File: config.mk
export PLATFORM = sky130hd
export DESIGN_NAME = fetch_queue
export DESIGN_NICKNAME = d
export VERILOG_FILES = /design/src/rtl/fetch_queue.sv
export SDC_FILE = /design/constraint.sdc
export NUM_CORES = 1
export LEC_CHECK = 0
export ABC_AREA = 1
export CORE_MARGIN = 1
export CORE_UTILIZATION = 50
export CTS_CLUSTER_DIAMETER = 100
export DETAILED_ROUTE_END_ITERATION = 12
export PLACE_DENSITY = 0.74
export RECOVER_POWER = 100
export SYNTH_ARGS = -nofsm -noshare
export SYNTH_HDL_FRONTEND = slang
export SYNTH_SLANG_ARGS = --single-unit
File: constraint.sdc
create_clock -name clk -period 5 [get_ports clk]
set_clock_uncertainty 0.2 [all_clocks]
set_input_delay 1 -clock clk [delete_from_list [all_inputs] [get_ports clk]]
set_output_delay 1 -clock clk [all_outputs]
set_load 0.1 [all_outputs]
File: src/rtl/fetch_queue.sv
// ---------------------------------------------------------------------------
// fetch_queue
//   Instruction fetch front end built around a DEPTH-entry prefetch FIFO. It
//   owns the fetch PC and drives the instruction memory address. Each fetched
//   instruction is queued together with its sequential next PC (PC+PC_STEP).
//   The oldest entry is offered to the ID stage through a valid/ready
//   handshake. A redirect flushes every queued entry and restarts fetch at
//   redirect_pc.
//
// Ports
//   clk          in   1        clock, rising edge
//   rst          in   1        asynchronous reset, active low
//   imem_addr    out  ADDR_W   fetch address (current fetch PC)
//   imem_rdata   in   DATA_W   instruction at imem_addr, same cycle
//   redirect     in   1        flush the queue and load redirect_pc
//   redirect_pc  in   ADDR_W   new fetch PC, used when redirect=1
//   id_ready     in   1        ID stage takes the head entry this cycle
//   id_valid     out  1        head entry valid
//   id_instr     out  DATA_W   head instruction (0 when id_valid=0)
//   id_pc_next   out  ADDR_W   head PC+PC_STEP (0 when id_valid=0)
//   count        out  CNT_W    occupancy, 0..DEPTH
// ---------------------------------------------------------------------------
module fetch_queue #(
  parameter int                 DATA_W   = 32,
  parameter int                 ADDR_W   = 32,
  parameter int                 DEPTH    = 4,
  parameter logic [ADDR_W-1:0]  PC_RESET = '0,
  parameter int                 PC_STEP  = 4,
  localparam int                PTR_W    = $clog2(DEPTH),
  localparam int                CNT_W    = $clog2(DEPTH + 1)
) (
  input  logic              clk,
  input  logic              rst,
  output logic [ADDR_W-1:0] imem_addr,
  input  logic [DATA_W-1:0] imem_rdata,
  input  logic              redirect,
  input  logic [ADDR_W-1:0] redirect_pc,
  input  logic              id_ready,
  output logic              id_valid,
  output logic [DATA_W-1:0] id_instr,
  output logic [ADDR_W-1:0] id_pc_next,
  output logic [CNT_W-1:0]  count
);

  logic [ADDR_W-1:0] pc_q, pc_d;
  logic [PTR_W-1:0]  rd_ptr_q, rd_ptr_d;
  logic [PTR_W-1:0]  wr_ptr_q, wr_ptr_d;
  logic [CNT_W-1:0]  count_q, count_d;

  logic [DATA_W-1:0] instr_mem [DEPTH];
  logic [ADDR_W-1:0] pcn_mem   [DEPTH];

  logic              deq;
  logic              enq;
  logic [ADDR_W-1:0] pc_inc;

  // Modulo 2^ADDR_W; wrap at the top of the address space is intentional.
  assign pc_inc = pc_q + ADDR_W'(PC_STEP);

  assign id_valid = (count_q != '0);
  assign deq      = id_valid & id_ready;
  // A full queue can still accept when the head leaves in the same cycle;
  // this is the only place id_ready reaches the write side.
  assign enq      = !redirect & ((count_q < CNT_W'(DEPTH)) | deq);

  always_comb begin
    pc_d     = pc_q;
    rd_ptr_d = rd_ptr_q;
    wr_ptr_d = wr_ptr_q;
    count_d  = count_q;

    if (redirect) begin
      // Any same-cycle deq has already been taken by ID; the rest is dropped.
      pc_d     = redirect_pc;
      rd_ptr_d = wr_ptr_q;
      count_d  = '0;
    end else begin
      if (enq) begin
        wr_ptr_d = wr_ptr_q + PTR_W'(1);
        pc_d     = pc_inc;
      end
      if (deq) begin
        rd_ptr_d = rd_ptr_q + PTR_W'(1);
      end
      case ({enq, deq})
        2'b10:   count_d = count_q + CNT_W'(1);
        2'b01:   count_d = count_q - CNT_W'(1);
        default: count_d = count_q;
      endcase
    end
  end

  always_ff @(posedge clk or negedge rst) begin
    if (!rst) begin
      pc_q     <= PC_RESET;
      rd_ptr_q <= '0;
      wr_ptr_q <= '0;
      count_q  <= '0;
    end else begin
      pc_q     <= pc_d;
      rd_ptr_q <= rd_ptr_d;
      wr_ptr_q <= wr_ptr_d;
      count_q  <= count_d;
    end
  end

  // Storage is not reset; entries are only visible once count covers them.
  always_ff @(posedge clk) begin
    if (enq) begin
      instr_mem[wr_ptr_q] <= imem_rdata;
      pcn_mem[wr_ptr_q]   <= pc_inc;
    end
  end

  assign imem_addr  = pc_q;
  assign count      = count_q;
  assign id_instr   = id_valid ? instr_mem[rd_ptr_q] : '0;
  assign id_pc_next = id_valid ? pcn_mem[rd_ptr_q]   : '0;

endmodule
==> summary.txt, run 1 <==
Yosys
  • Synthesized instance count: 1138
  • Distinct cells, synth: 32
  • Syn Area/Cell: 11.0 um^2
  • Syn nets: 1212
  • Area share of the largest cell type after synthesis: 61.4%
  • Most instantiated cells after synthesis: nor2_1 (299), edfxtp_1 (256), nand2_1 (154)
  • Most numerous cell in the Yosys netlist: nor2_1
  • Seq/Total Area, Yosys: 69.2%
  • Top cells by area, synth: edfxtp_1 (61%), nor2_1 (9.0%), dfrtp_1 (7.8%)
  • Main flop type after synthesis: edfxtp_1
  • Seq cells post-synth: 295
  • Async set-or-reset flop fraction in the synthesized netlist: 13.2%
  • Post-synth EDFFs: 256
  • Post-Syn Area: 12500 um^2
  • Cell taking the most area after synthesis: edfxtp_1
  • Synth Warn #: 0

Route
  • Drt first pass iters: 5
  • Routed Antenna Nets: 0
  • Routed len/inst: 18.2 um
  • Via/cell ratio: 5.42
  • WL final: 29.8 mm
  • Post-route DRC: 0
  • DR iter-0 viols: 660
  • Via count: 8867

Setup path
  • Capturing point of the worst reg2reg path: instr_mem[3][23]
  • CP Data Required Time: 3.80 ns
  • Worst reg2reg path depth: 4
  • CP Capture Type: primary output
  • Critical path cell sequence: clkinv_2 > buf_12 > o21ai_0 > a21oi_1 > clkbuf_1
  • Crit path max-delay family: buffers and inverters
  • WS Path Type: reg -> out
  • Setup crit start kind: register
  • WP data arrival: 3.29 ns
  • Critical-path maximum fanout: 117
  • Worst stage delay on the critical path: 0.88 ns
  • R2R Setup Slk: 1.92 ns
  • Critical path's slowest cell: clkbuf_1
  • Worst path buffer plus inverter count: 3
  • R2r startpoint: count[2]

STA
  • Slew HR: -53.7%
  • RSZ-0062 raised after global routing: false
  • Count of pins over their slew limit: 92
  • Min Tclk post-route: 4.49 ns
  • Setup violators final: 0
  • Least-Margin Pin Slew: 2.30 ns
  • Final period utilization: 89.8%
  • Final hold violations: 0
  • Setup TNS: 0 ns
  • Fmax: 223 MHz

Min path
  • Hold Startpoint: imem_addr[0]
  • Hold endpoint: pcn_mem[1][0]
  • Hold Path Cell Cnt: 0
  • HP Class: reg -> reg

Placed design
  • DPL Wire Length: 18.4 mm
  • Gp weighted congestion: 0.812
  • Port bufs: 167

Floorplan
  • Die width: 160 um
  • Io pins: 168
  • Initial core utilization: 51.2%
  • Core Footprint: 24500 um^2
  • Die H: 160 um
  • Row count: 57
  • Die area: 25700 um^2

Run status
  • Status: complete, but fails checks
  • Violated checks: max-capacitance violations, max-slew violations

Final layout
  • Nets: 1366
  • FILL cells: 1977
  • Diode count: 0
  • Area growth syn-to-layout: 20.0%
  • Layout cells sized above 1: 8.53%

Clock network
  • TritonCTS clock tree: built
  • CTS root buffer: clkbuf_16
  • Number of buffers created by CTS: 28
  • CTS max path bufs: 3
  • Post-CTS Resized: 0
  • Post-CTS Hold Fix Bufs: 0
  • Clk_lat worst skew: 0.55 ns
  • Clk sinks: 295
  • H-tree levels: 1
  • CTS clock-pin slew for the worst setup and hold paths: 0.06 ns
  • Postcts setup bufs: 0

Flow run
  • Max-cap violations: 3

Global routing
  • First-pass GRT wire length: 46.2 mm
  • Vias in the first global route: 8588
  • Largest net degree at the start of global routing: 118
  • Initial antenna violation count: 0
  • Global route overflow: 0
  • GRT Util Overall: 23.1%
==> how the worst max path moves through the flow <==
| stage | from | endpoint | slack [ns] | cells after the start |
|---|---|---|---|---|
| 6_report | rd_ptr_q[0] | id_instr[10] | 0.51 | 5 |
| 5_1_grt | rd_ptr_q[0] | id_instr[10] | 0.38 | 5 |
| 4_1_cts | rd_ptr_q[0] | id_pc_next[10] | 0.92 | 6 |
| 3_5_place_dp | redirect | instr_mem[2][24] | 1.44 | 6 |
| 3_3_place_gp | redirect | instr_mem[2][24] | 1.45 | 6 |
| 2_1_floorplan | count[2] | id_instr[22] | 0.09 | 5 |
==> area by class of cell <==
type / count / area, um^2 / share of cell area [%]
clock buffers: 36 / 741 / 4.93
multi-input cells: 749 / 3390 / 22.6
inverters: 33 / 125 / 0.833
repair buffers: 185 / 1560 / 10.4
flip-flops and latches: 295 / 8670 / 57.7
well taps: 324 / 405 / 2.70
clock inverters: 15 / 140 / 0.933
==> worst reg2reg max path, cell delays in order, from the launching register on <==
cell	delay (ns)
dfrtp_1	0.45
nand2_1	0.13
nand2_1	0.20
nor2_1	1.01
clkbuf_1	0.70
==> cells by family after synthesis <==
family          Yosys count  share of synthesized area, %
flops                   295                          69.2
simple gates            503                          16.3
buf+inv                  94                          3.10
fa+ha+maj                 6                         0.659
xor+xnor                 17                          1.37
compound gates          223                          9.40
==> cells in the final DEF, fill, tap and decap left out, types with 2 or more instances in the layout <==
master             n
a21oi_1           65
a22oi_1           21
and2_0             5
and2_1             3
buf_12             4
buf_4             32
bufinv_16          2
clkbuf_1          24
clkbuf_16         28
clkbuf_2          30
clkdlybuf4s50_1   33
clkinv_1           9
clkinv_2           5
dfrtp_1           37
dlygate4sd3_1     69
edfxtp_1         256
ha_1               5
inv_1             29
inv_2              2
nand2_1          155
nand3_1           27
nand3b_1           2
nor2_1           304
nor2_4             2
o211ai_1           2
o21ai_0          133
xnor2_1            7
xor2_1            10
==> sequential cells by signal (all words and copies together), names as in the netlist <==
| name | flops |
|---|---|
| count | 3 |
| imem_addr | 32 |
| instr_mem | 128 |
| pcn_mem | 128 |
| rd_ptr_q | 2 |
| wr_ptr_q | 2 |
==> metrics by stage <==
| stage | hold slack, ns | setup WS (ns) | utilization [%] | std cells | area [um^2] |
|---|---|---|---|---|---|
| 3_5_place_dp | 0.358 | 1.44 | 58.9 | 1586 | 14400 |
| 2_1_floorplan | 0.298 | 0.0855 | - | 1138 | 12500 |
| 4_1_cts | 0.375 | 0.919 | 62.5 | 1637 | 15300 |
| 5_1_grt | 0.400 | 0.376 | 61.4 | 1637 | 15000 |
| 6_report | 0.363 | 0.508 | 61.4 | 1637 | 15000 |
| 3_3_place_gp | 0.358 | 1.45 | 58.9 | 1586 | 14400 |
==> layer usage <==
metal,up-vias,track usage [%],wire length [um]
met2,331,38.6,14500
met4,0,8.14,826
met3,47,3.14,1760
li1,4215,-,-
met1,4274,31.3,12700
met5,-,0,0
Power of run 1 is left out: the tool's default activity adds up to more than one toggle a clock period on the data nets, which glitch-free logic cannot reach.
==> inputs of run 2 (changes only) <==
ABC_AREA = unset   (was 1)
CELL_PAD_IN_SITES_DETAIL_PLACEMENT = 1   (was unset)
CELL_PAD_IN_SITES_GLOBAL_PLACEMENT = 2   (was unset)
CORE_UTILIZATION = 40   (was 50)
PLACE_DENSITY = unset   (was 0.74)
PLACE_DENSITY_LB_ADDON = 0.1   (was unset)
==> run 2 against run 1 <==
- the flow still finishes with violations (max-capacitance violations, max-slew violations)
- first-iteration DRC count shrank 40%
- area after synthesis shrank 1.4%
- highest routed layer unchanged
- flip-flop and latch count is the same
- largest cell class unchanged
- critical endpoint is now pcn_mem[1][17]
==> summary.txt, run 2 <==
Run status
  • Status: complete, but fails checks
  • Violated checks: max-capacitance violations, max-slew violations

Route
  • Via/cell ratio: 5.47 (+1.0%)
  • Drt first pass iters: 4 (-1)
  • DR iter-0 viols: 399 (-40%)
  • Via count: 7163 (-19%)
  • Post-route DRC: 0 (unchanged)
  • WL final: 29.9 mm (+0.41%)
  • Routed len/inst: 22.9 um (+26%)
  • Routed Antenna Nets: 0 (unchanged)

Yosys
  • Syn nets: 804 (-34%)
  • Syn Area/Cell: 16.9 um^2 (+54%)
  • Distinct cells, synth: 44 (+38%)
  • Synth Warn #: 0 (unchanged)
  • Most numerous cell in the Yosys netlist: edfxtp_1
  • Synthesized instance count: 730 (-36%)
  • Area share of the largest cell type after synthesis: 62.2% (+0.85 points)
  • Async set-or-reset flop fraction in the synthesized netlist: 13.2% (unchanged)
  • Most instantiated cells after synthesis: edfxtp_1 (256), and2_1 (68), mux4_2 (64)
  • Top cells by area, synth: edfxtp_1 (62%), mux4_2 (12%), dfrtp_1 (7.9%)
  • Main flop type after synthesis: edfxtp_1
  • Post-Syn Area: 12400 um^2 (-1.4%)
  • Post-synth EDFFs: 256 (unchanged)
  • Seq cells post-synth: 295 (unchanged)
  • Seq/Total Area, Yosys: 70.1% (+0.96 points)
  • Cell taking the most area after synthesis: edfxtp_1

Final layout
  • Post-layout util: 50.8% (-11 points)
  • Fin cells: 1309 (-20%)
  • Nets: 972 (-29%)
  • FILL cells: 2837 (+44%)
  • Most common cell after layout, fill and taps aside: edfxtp_1
  • Layout cells sized above 1: 17.0% (+8.4 points)
  • Most frequent cells in the layout: edfxtp_1 (256), dlygate4sd3_1 (96), and2_1 (68)
  • Area growth syn-to-layout: 23.5%
  • Diode count: 0 (unchanged)

STA
  • RSZ-0062 raised after global routing: false
  • Fmax: 221 MHz (-0.52%)
  • Slew HR: -63.2% (-9.6 points)
  • Min Tclk post-route: 4.52 ns (+0.0236 ns)
  • Least-Margin Pin Slew: 2.45 ns (+0.144 ns)
  • Setup TNS: 0 ns (unchanged)
  • Final period utilization: 90.3% (+0.47 points)
  • Count of pins over their slew limit: 204 (+120%)
  • Worst setup margin: 0.485 ns (-0.0236 ns)
  • Final hold violations: 0 (unchanged)
  • Setup violators final: 0 (unchanged)

Placed design
  • DP Worst Slack: 1.07 ns (-0.377 ns)
  • Port bufs: 167 (unchanged)
  • Placed insts: 1255 (-21%)
  • DPL Wire Length: 19.1 mm (+3.7%)
  • Gp weighted congestion: 0.769 (-5.2%)

Clock network
  • Postcts setup bufs: 0 (unchanged)
  • CTS clock-pin slew for the worst setup and hold paths: 0.06 ns (about the same)
  • H-tree levels: 1 (unchanged)
  • CTS root buffer: clkbuf_16
  • Post-CTS Hold Fix Bufs: 0 (unchanged)
  • CTS max path bufs: 3 (unchanged)
  • TritonCTS clock tree: built
  • Post-CTS Resized: 0 (unchanged)
  • Number of buffers created by CTS: 31 (+11%)
  • Clk sinks: 295 (unchanged)
  • Clk_lat worst skew: 0.55 ns (about the same)

Setup path
  • R2r startpoint: count[2]
  • Critical-path maximum fanout: 38 (-68%)
  • Setup crit start kind: input pin
  • Worst reg2reg path depth: 4 (unchanged)
  • CP Data Required Time: 4.98 ns (+1.18 ns)
  • CP endpoint: pcn_mem[1][17]
  • Capturing point of the worst reg2reg path: pcn_mem[1][17]
  • Crit path from: id_ready
  • WS Path Type: in -> reg
  • WP data arrival: 4.50 ns (+1.21 ns)
  • R2R Setup Slk: 1.21 ns (-0.71 ns)
  • CP Capture Type: register

Global routing
  • Initial antenna violation count: 0 (unchanged)
  • GRT Util Overall: 19.4% (-3.8 points)
  • Largest net degree at the start of global routing: 48 (-59%)
  • Global route overflow: 0 (unchanged)
  • First-pass GRT wire length: 45.7 mm (-1.0%)
  • Vias in the first global route: 7812 (-9.0%)

Floorplan
  • Row count: 63 (+11%)
  • Io pins: 168 (unchanged)
  • Core Footprint: 30000 um^2 (+23%)
  • Initial core utilization: 41.1% (-10 points)
  • Die H: 178 um (+11%)
  • Die width: 178 um (+11%)
  • Die area: 31600 um^2 (+23%)

Min path
  • HP Class: reg -> reg

Flow run
  • Max-cap violations: 6 (+3)
## run 2: cell types whose count changed in the layout (fill, tap and decap cells not counted), moves of 18 or more
cell           previous run  this run
a21oi_1                  65         3
a22oi_1                  21         0
and2_1                    3        68
dlygate4sd3_1            69        96
inv_1                    29         6
mux4_2                    0        64
nand2_1                 155        35
nor2_1                  304        25
o21ai_0                 133        21
xnor2_1                   7        25
## run 2: cell families (layout without fill, tap and decap cells)
logic type | Yosys count | count (layout) | synth area share [%]
AO/OA/AOI/OAI | 56 | 56 | 2.81
XOR/XNOR | 41 | 41 | 2.91
adder cells (fa/ha/maj) | 6 | 6 | 0.669
buffers and inverters | 51 | 240 | 1.75
flip-flops | 295 | 295 | 70.1
multiplexers | 67 | 67 | 11.9
AND/OR/NAND/NOR | 214 | 214 | 9.79
## run 2: area by class of cell
class | instances | area, um^2 | share of cell area [%]
clock inverters | 18 | 186 | 1.22
flip-flops and latches | 295 | 8670 | 56.8
multi-input cells | 384 | 3450 | 22.6
well taps | 390 | 488 | 3.20
clock buffers | 36 | 795 | 5.21
inverters | 6 | 22.5 | 0.148
repair buffers | 180 | 1640 | 10.7
## run 2: metrics by stage
| step | area [um^2] | hold slack, ns |
|---|---|---|
| after global routing | 15300 | 0.355 |
| after floorplan | 12400 | 0.294 |
| final | 15300 | 0.350 |
| after CTS | 15400 | 0.351 |
| after detailed placement | 14400 | 0.330 |
| after global placement | 14400 | 0.316 |
## run 2: worst min path at each step
stage               endpoint  depth (start not counted)          from  slack, ns
2_1_floorplan  pcn_mem[0][0]                          0  imem_addr[0]       0.29
4_1_cts        pcn_mem[2][1]                          0  imem_addr[1]       0.35
5_1_grt        pcn_mem[0][1]                          0  imem_addr[1]       0.36
3_3_place_gp   pcn_mem[0][1]                          0  imem_addr[1]       0.32
6_report       pcn_mem[2][1]                          0  imem_addr[1]       0.35
3_5_place_dp   pcn_mem[3][1]                          0  imem_addr[1]       0.33
## run 2: worst max-delay path, stage by stage
cell           delay [ns]
dlygate4sd3_1        0.67
nand2b_1             0.43
clkbuf_1             0.34
and3_1               1.20
clkbuf_4             0.82
## run 2: metal layers
| metal | global-route usage (%) | wire [um] | part of all wire [%] |
|---|---|---|---|
| met5 | 0 | 0 | 0 |
| met4 | 4.74 | 566 | 1.9 |
| met3 | 2.81 | 1380 | 4.6 |
| met2 | 32.5 | 14600 | 49 |
| met1 | 26.6 | 13400 | 45 |
Power of run 2 is left out for the same reason.
==> inputs of run 3 (changes only) <==
SKIP_LAST_GASP = 1   (was unset)
==> results of run 3 <==
Final layout, timing and power as in run 2 (identical DEF).
Power of run 3 is left out for the same reason.
